--- src/rtl/hilo_params_pkg.sv ---
// hilo_params: shared types for the HI/LO execute-stage controller.
//   CPU_DATA_WIDTH : operand and HI/LO register width
//   cpu_data_t     : one data word
//   hilo_op_t      : HI/LO operation codes from the execute stage
//   hilo_state_t   : controller states. ZERO_WB is only reachable when the
//                    design is built with DIV_ZERO_FAST_EN defined.
package hilo_params;

    localparam int CPU_DATA_WIDTH = 32;

    typedef logic [CPU_DATA_WIDTH-1:0] cpu_data_t;

    typedef enum logic [2:0] {
        HILO_NONE  = 3'd0,
        HILO_MULT  = 3'd1,
        HILO_MULTU = 3'd2,
        HILO_DIV   = 3'd3,
        HILO_DIVU  = 3'd4,
        HILO_MTHI  = 3'd5,
        HILO_MTLO  = 3'd6
    } hilo_op_t;

    typedef enum logic [2:0] {
        IDLE      = 3'd0,
        MUL_WAIT  = 3'd1,
        DIV_ISSUE = 3'd2,
        DIV_WAIT  = 3'd3,
        DRAIN     = 3'd4,
        ZERO_WB   = 3'd5
    } hilo_state_t;

endpackage

--- src/rtl/hilo_unit_multiplier.sv ---
// hilo_multiplier: registered 33x33 signed multiply, one-cycle latency.
// Each 32-bit operand is sign-extended (signed op) or zero-extended
// (unsigned op) to 33 bits, so one signed multiplier covers MULT and MULTU.
// Ports:
//   i_clock, i_reset : clock, synchronous active-high reset
//   i_load           : capture a new product at this edge
//   i_is_signed      : 1 = MULT, 0 = MULTU
//   i_a, i_b         : multiplicand, multiplier
//   o_product        : registered {hi, lo} product
module hilo_multiplier
    import hilo_params::*;
(
    input  logic                        i_clock,
    input  logic                        i_reset,
    input  logic                        i_load,
    input  logic                        i_is_signed,
    input  cpu_data_t                   i_a,
    input  cpu_data_t                   i_b,
    output logic [2*CPU_DATA_WIDTH-1:0] o_product
);

    localparam int W = CPU_DATA_WIDTH;

    logic [W:0]     w_ext_a;
    logic [W:0]     w_ext_b;
    logic [2*W-1:0] w_wide_a;
    logic [2*W-1:0] w_wide_b;
    logic [2*W-1:0] w_product;
    logic [2*W-1:0] r_product;

    assign w_ext_a = {i_is_signed & i_a[W-1], i_a};
    assign w_ext_b = {i_is_signed & i_b[W-1], i_b};

    // Widening the 33-bit values to the full result width keeps the low
    // 2*W bits of the product identical to a true 33x33 signed multiply.
    assign w_wide_a  = {{(W-1){w_ext_a[W]}}, w_ext_a};
    assign w_wide_b  = {{(W-1){w_ext_b[W]}}, w_ext_b};
    assign w_product = w_wide_a * w_wide_b;

    always_ff @(posedge i_clock) begin
        if (i_reset) begin
            r_product <= '0;
        end else if (i_load) begin
            r_product <= w_product;
        end
    end

    assign o_product = r_product;

endmodule

--- src/rtl/hilo_unit.sv ---
// hilo_unit: execute-stage owner of the HI/LO registers. Runs MULT/MULTU
// locally, hands DIV/DIVU to an external divider, and applies MTHI/MTLO
// immediately. hilo_busy interlocks MFHI/MFLO while a result is pending.
// Optional build macro: DIV_ZERO_FAST_EN -- a zero divisor bypasses the
// divider and writes lo=all-ones, hi=dividend one cycle later.
// Ports:
//   clock, reset            : core clock, synchronous active-high reset
//   op_valid, op, src1, src2: incoming HI/LO operation and operands
//   flush                   : cancel the in-flight op
//   op_ready, hilo_busy     : accept / interlock status
//   hi, lo                  : architectural HI/LO
//   div_request_valid, div_is_signed, div_input1, div_input2 : divider issue
//   div_result_valid, div_result, div_remain                 : divider return
//
// state     | meaning
// IDLE      | ready for a new op; MTHI/MTLO write here
// MUL_WAIT  | product registered, written to {hi,lo} at the next edge
// DIV_ISSUE | request pulse to the divider this cycle
// DIV_WAIT  | waiting for the divider strobe, operands held
// DRAIN     | flushed divide still running; result will be discarded
// ZERO_WB   | zero-divisor fast path write-back (DIV_ZERO_FAST_EN only)
module hilo_unit
    import hilo_params::*;
(
    input  logic      clock,
    input  logic      reset,
    input  logic      op_valid,
    input  hilo_op_t  op,
    input  cpu_data_t src1,
    input  cpu_data_t src2,
    input  logic      flush,
    output logic      op_ready,
    output logic      hilo_busy,
    output cpu_data_t hi,
    output cpu_data_t lo,
    output logic      div_request_valid,
    output logic      div_is_signed,
    output cpu_data_t div_input1,
    output cpu_data_t div_input2,
    input  logic      div_result_valid,
    input  cpu_data_t div_result,
    input  cpu_data_t div_remain
);

    localparam int W = CPU_DATA_WIDTH;

    hilo_state_t    r_state;
    hilo_state_t    w_state_next;
    cpu_data_t      r_hi;
    cpu_data_t      r_lo;
    cpu_data_t      r_div_in1;
    cpu_data_t      r_div_in2;
    logic           r_div_signed;
    logic           w_accept;
    logic           w_is_mul;
    logic           w_is_div;
    logic           w_zero_div;
    logic [2*W-1:0] w_product;

    assign w_accept = (r_state == IDLE) && op_valid && !flush;
    assign w_is_mul = (op == HILO_MULT) || (op == HILO_MULTU);
    assign w_is_div = (op == HILO_DIV)  || (op == HILO_DIVU);

`ifdef DIV_ZERO_FAST_EN
    assign w_zero_div = (src2 == '0);
`else
    assign w_zero_div = 1'b0;
`endif

    hilo_multiplier u_mult (
        .i_clock    (clock),
        .i_reset    (reset),
        .i_load     (w_accept && w_is_mul),
        .i_is_signed(op == HILO_MULT),
        .i_a        (src1),
        .i_b        (src2),
        .o_product  (w_product)
    );

    always_ff @(posedge clock) begin
        if (reset) begin
            r_state <= IDLE;
        end else begin
            r_state <= w_state_next;
        end
    end

    always_comb begin
        w_state_next = r_state;
        case (r_state)
            IDLE: begin
                if (w_accept) begin
                    if (w_is_mul) begin
                        w_state_next = MUL_WAIT;
                    end else if (w_is_div) begin
                        w_state_next = w_zero_div ? ZERO_WB : DIV_ISSUE;
                    end
                end
            end
            MUL_WAIT:  w_state_next = IDLE;
            // The divider samples the request this cycle, so a flush here
            // must still wait for its result.
            DIV_ISSUE: w_state_next = flush ? DRAIN : DIV_WAIT;
            DIV_WAIT: begin
                if (div_result_valid) begin
                    w_state_next = IDLE;
                end else if (flush) begin
                    w_state_next = DRAIN;
                end
            end
            DRAIN: begin
                if (div_result_valid) begin
                    w_state_next = IDLE;
                end
            end
            ZERO_WB:   w_state_next = IDLE;
            default:   w_state_next = IDLE;
        endcase
    end

    always_ff @(posedge clock) begin
        if (reset) begin
            r_div_in1    <= '0;
            r_div_in2    <= '0;
            r_div_signed <= 1'b0;
        end else if (w_accept && w_is_div) begin
            r_div_in1    <= src1;
            r_div_in2    <= src2;
            r_div_signed <= (op == HILO_DIV);
        end
    end

    always_ff @(posedge clock) begin
        if (reset) begin
            r_hi <= '0;
            r_lo <= '0;
        end else begin
            case (r_state)
                IDLE: begin
                    if (w_accept && op == HILO_MTHI) r_hi <= src1;
                    if (w_accept && op == HILO_MTLO) r_lo <= src1;
                end
                MUL_WAIT: begin
                    if (!flush) {r_hi, r_lo} <= w_product;
                end
                DIV_WAIT: begin
                    if (div_result_valid && !flush) begin
                        r_lo <= div_result;
                        r_hi <= div_remain;
                    end
                end
                ZERO_WB: begin
                    if (!flush) begin
                        r_lo <= '1;
                        r_hi <= r_div_in1;
                    end
                end
                default: begin
                end
            endcase
        end
    end

    assign op_ready          = (r_state == IDLE);
    assign hilo_busy         = (r_state != IDLE);
    assign hi                = r_hi;
    assign lo                = r_lo;
    assign div_request_valid = (r_state == DIV_ISSUE);
    assign div_is_signed     = r_div_signed;
    assign div_input1        = r_div_in1;
    assign div_input2        = r_div_in2;

endmodule

--- config.mk ---
export PLATFORM = sky130hd
export DESIGN_NAME = hilo_unit
export DESIGN_NICKNAME = d
export VERILOG_FILES = /design/src/rtl/hilo_params_pkg.sv /design/src/rtl/hilo_unit_multiplier.sv /design/src/rtl/hilo_unit.sv
export SDC_FILE = /design/constraint.sdc
export NUM_CORES = 2
export LEC_CHECK = 0
export BUFFER_PORTS_ARGS = -buffer_cell sky130_fd_sc_hd__buf_2
export CORE_MARGIN = 8
export CORE_UTILIZATION = 60
export DETAILED_ROUTE_END_ITERATION = 6
export PLACE_DENSITY_LB_ADDON = 0.25
export SYNTH_ARGS = -nofsm -noshare
export SYNTH_HDL_FRONTEND = slang
export SYNTH_HIERARCHICAL = 1
export SYNTH_SLANG_ARGS = --single-unit
--- constraint.sdc ---
create_clock -name clock -period 12.7 [get_ports clock]
set_input_delay 1.27 -clock clock [delete_from_list [all_inputs] [get_ports clock]]
set_output_delay 1.27 -clock clock [all_outputs]
set_load 0.01 [all_outputs]
Yosys cells after proc, flatten, opt, wreduce, memory -nomap -nowiden
Cells that the tools add are included.
{ "classes": {"n_mux": 18, "mul": 1, "eq_ne": 20, "n_lt_le_gt_ge": 0, "add_sub_neg": 0, "reduce_logical": 16, "n_shift": 0, "bitwise_logic": 2, "n_div": 0} }
{ "op_table": {"columns": ["op", "n"], "rows": [
  ["32-bit 2-to-1 mux", 8],
  ["32-bit case mux with 4 select lines", 2],
  ["33-bit by 33-bit multiplier with 64-bit output", 1],
  ["3-bit 2-to-1 mux", 7],
  ["3-bit equality test (second input constant)", 5],
  ["3-bit by 2-bit equality test with 1-bit output (second input constant)", 4],
  ["3-bit case mux with 4 select lines", 1],
  ["5-bit AND reduction", 2],
  ["2-bit != test (second input constant)", 4],
  ["1-bit logical AND", 7],
  ["3-bit by 1-bit equality test with 1-bit output (second input constant)", 2],
  ["2-bit by 1-bit != test with 1-bit output (second input constant)", 3],
  ["4-bit AND reduction", 1],
  ["4-bit nonzero test", 1],
  ["3-bit logical NOT", 1],
  ["3-bit by 1-bit != test with 1-bit output (second input constant)", 1],
  ["3-bit != test (second input constant)", 1],
  ["3-bit nonzero test", 1],
  ["1-bit AND", 2],
  ["1-bit logical OR", 2],
  ["1-bit logical NOT", 1]
]} }
{ "totals": {"ramBits": 0, "inputBits": 136, "rom_bits": 0, "register_bits": 196, "latchBits": 0, "word_cells": 64, "n_memories": 0} }

Longest topological paths before layout
{ "depth": {"ltp_word": 6, "ltp_mapped": 31, "mapped_depth_nobuf": 29} }

By module
Netlist, hierarchy kept.
{ "modules_own_cells": {"columns": ["mod", "seq_area_each_um2", "area_per_inst_um2", "instances", "cells_per_inst"], "rows": [
  ["hilo_multiplier", 1281.2, 40196.1, 1, 4409],
  ["hilo_unit", 2642.5, 7038.0, 1, 761]
]} }

Worst setup path before layout
No wires, ideal clock.
{ "synth_path": {"path_kind": "input port to flip-flop", "from": "input op[1]", "to": "register u_mult.r_product[62], in the netlist u_mult/o_product[62]", "t_arrival_ps": 9238, "setup_time_ps": 122, "stages": 28, "setup_slack_ps": 3340, "path_cell_list": "nand2b_1 nor2_1 clkbuf_1 clkbuf_1 and3_1 fa_1 fa_1 fa_1 inv_1 fa_1 inv_1 fa_1 fa_1 inv_1 fa_1 fa_1 inv_1 ha_1 clkbuf_1 a21o_1 a21o_1 a21o_1 o31a_1 nor2_1 o21ai_0 o21ai_1 mux2_1 a311o_1"} }
{ "synth_via": {"elab_chain_len": 3, "word_cells_on_any_way": 7, "cone_classes": "mul (1); eq/ne (2); bitwise (2); reduce/logical (2)"} }
{ "synth_rtl": {"columns": ["element", "line", "text"], "rows": [
  ["start, declared", "hilo_unit.sv:28", "input hilo_op_t op,"],
  ["3-bit by 1-bit equality test with 1-bit output or 3-bit by 2-bit equality test with 1-bit output (tied branches)", "hilo_unit.sv:61, hilo_unit.sv:74", null],
  ["1-bit AND, or another cell as far along", "hilo_unit_multiplier.sv:31", "assign w_ext_a = {i_is_signed & i_a[W-1], i_a};"],
  ["33-bit by 33-bit multiplier with 64-bit output or 1-bit logical AND (tied branches)", "hilo_unit_multiplier.sv:38, hilo_unit.sv:73", null],
  ["end signal, assigned", "hilo_unit_multiplier.sv:44", "r_product <= w_product;"],
  ["end, declared", "hilo_unit_multiplier.sv:29", "logic [2*W-1:0] r_product;"]
]} }
Several ways; a longest one is shown, not always the timed one.
A chain may end at the register's enable or synchronous reset.

Final worst setup path
{ "layout_path": {"from": "input op[1]", "to": "register u_mult.r_product[60], in the netlist u_mult/o_product[60]"} }
The elaborated chain is that of the path after synthesis.

==> metrics.md <==
| Metric | Value |
|---|---|
| Outcome | `finished, violations left` |
| Failing checks | `DRC` |
| Die Span Y | `297 um` |
| Via count | `36.1k` |
| Htree depth | `4` |
| WHS | `0.463 ns` |
| Post-synth EDFFs | `0` |
| I/O pins | `268` |
| Mapped Nets | `6643` |
| Remaining DRCs | `1` |
| Chip Width | `297 um` |
| Core footprint | `78500 um^2` |
| Initial antenna violation count | `10` |
| Reg-to-reg slack, setup | `9.18 ns` |
| Worst-Margin Slew | `1.11 ns` |
| Drt via density | `5.75` |
| Share of layout cells above drive strength 1 | `8.14%` |
| Placed cells | `6240` |
| Arr. time, crit path | `10.84 ns` |
| Syn Area/Cell | `9.14 um^2` |
| Max Cap Violations | `0` |
| # nets final | `6682` |
| Largest net degree at the start of global routing | `70` |
| Yosys cell types | `83` |
| Post-synth top area share | `47.7%` |
| Finished Layout Cells | `6282` |
| WL final | `135000 um` |
| Synthesized instance count | `5170` |
| Clock buffer depth | `2` |
| 1st-iter DRT viols | `2877` |
| Post-Route Skew | `0.0183 ns` |
| Final period util | `82.8%` |
| Max FO, Critical Path | `13` |
| CTS tree | `built` |
| Crit. End Element | `register` |
| CP required | `13.02 ns` |
| Setup_tns | `0 ns` |
| Post-synth ARST share | `0%` |
| Global placement routability congestion | `0.942` |
| First-pass GRT wire length | `214000 um` |
| Synth warn | `6` |
| Worst setup SP type | `input port` |
| Final WS setup | `2.18 ns` |
| Layout overhead on the synthesized area | `5.09%` |
| Vias in the first global route | `38.8k` |
| Fmax | `95.1 MHz` |
| Final setup vio count | `0` |
| Synthesized cell area | `47200 um^2` |
| Slew Viols, Final | `0` |
| Fin. Hold Viols | `0` |
| Area contributors post-synth | `fa_1 (48%), inv_1 (8.9%), dfxtp_1 (8.3%)` |
| HPWL Detailed | `106000 um` |
| Root Buffer | `clkbuf_16` |
| WL/cell | `21.5 um` |
| Place WS | `1.97 ns` |
| Clock latency on the worst-skew pair | `0.47 ns` |
| Post-CTS Setup Bufs | `0` |
| Clock Pin Slew Worst Setup and Hold Paths | `0.08 ns` |
| Cts repair resizes | `0` |
| Worst Hold Class | `register to register` |
| Die Footprint | `88000 um^2` |
| Top FF cell, synth | `dfxtp_1` |
| Drt first pass iters | `7` |
| Crit Path Category | `input port to register` |
| Global Route Usage Sum | `31.4%` |
| Unrepaired setup endpoints after global routing | `false` |
| Most frequent cells in the layout | `inv_1 (1125), fa_1 (1125), nand2_1 (844)` |
| Final worst path period need | `10.52 ns` |
| Clock Sinks | `196` |
| Cts bufs inserted | `17` |
| # hold bufs at CTS | `0` |
| Fillers | `6642` |
| Initial core utilization | `60.2%` |
| Area leader, netlist | `fa_1` |
| Cell Rows | `103` |
| Port bufs | `267` |
| Max_slew headroom | `25.9%` |
| Flops & latches, synth | `196` |
| Total grt overflow | `0` |
| Antenna Nets Post-Route | `0` |
| Sequential cell area fraction in the yosys report | `8.31%` |
-- synth_stat cells (22+ instances only) --
master,n
o21a_1,22
dfxtp_1,196
a21o_1,32
nand3_1,28
fa_1,1125
mux2i_1,174
a21oi_1,92
nor2b_1,35
nor2_1,177
nand2_1,844
ha_1,212
nor3_1,27
clkbuf_1,258
xnor2_1,40
and3_1,24
and2_1,360
o22ai_1,29
o21ai_0,59
inv_1,1125
mux2_2,22
-- metrics by stage --
| stage | area (um^2) | util [%] |
|---|---|---|
| after detailed placement | 49000 | 62.4 |
| after floorplan | 47200 | - |
| after global placement | 49000 | 62.4 |
| after global routing | 49600 | 63.2 |
| final | 49600 | 63.2 |
| after CTS | 49600 | 63.2 |
-- kinds of logic after synthesis --
logic type | synth area share, %
xor gates and xnor gates | 1.09
adders and majority gates | 53.3
buffers and inverters | 11.7
muxes | 4.47
and+or+nand+nor | 15.1
AOI/OAI and AO/OA | 6.04
DFF | 8.31
-- sequential cells by signal, summed over array words and instances, names as in the netlist --
signal,cells
div_input1,32
u_mult/o_product,64
lo,32
div_is_signed,1
div_input2,32
r_state,3
hi,32
-- layer usage --
metal | vias to the layer above | track usage (%) | part of all wire (%)
li1 | 15419 | - | -
met1 | 18596 | 41.1 | 39
met2 | 1736 | 52.0 | 49
met3 | 338 | 4.59 | 7.4
met4 | 2 | 14.5 | 5.0
met5 | - | 0 | 0.0096
-- critical path: stages --
cell and delay [ns]:
buf_2 0.13, nand2b_1 0.15, nor2_1 0.37, and2_1 0.62, nand2_1 0.19, inv_1 0.16
fa_1 0.49, fa_1 0.57, fa_1 0.61, inv_1 0.28, fa_1 1.11, inv_1 0.32
fa_1 0.53, fa_1 0.55, inv_1 0.05, fa_1 0.45, fa_1 0.49, inv_1 0.04
ha_1 0.36, a21oi_1 0.29, inv_1 0.07, a21oi_1 0.14, o21ai_0 0.22, a211oi_1 0.52
a211oi_1 0.16, or4_1 0.50, nand3_1 0.10, a21oi_1 0.07
-- worst paths after layout --
check	start	end	cells after the start
worst min register to register	hi[29]	hi[29]	2
worst max register to register	r_state[1]	lo[11]	6
worst max-delay path	op[1]	u_mult/o_product[60]	28
worst min-delay path	hi[29]	hi[29]	2
-- cell type report --
cell class | instances | area (um^2) | area share [%]
multi-input combinational | 3550 | 37800 | 76.1
inverter | 1128 | 4230 | 8.53
sequential | 196 | 3930 | 7.91
timing repair buffer | 316 | 1710 | 3.45
tap | 1050 | 1310 | 2.65
clock buffer | 17 | 425 | 0.857
clock inverter | 15 | 208 | 0.418
antenna | 10 | 25.0 | 0.0504
Power is not shown: default switching activity piles up to over one toggle a cycle in this logic, so the estimate is an artifact.
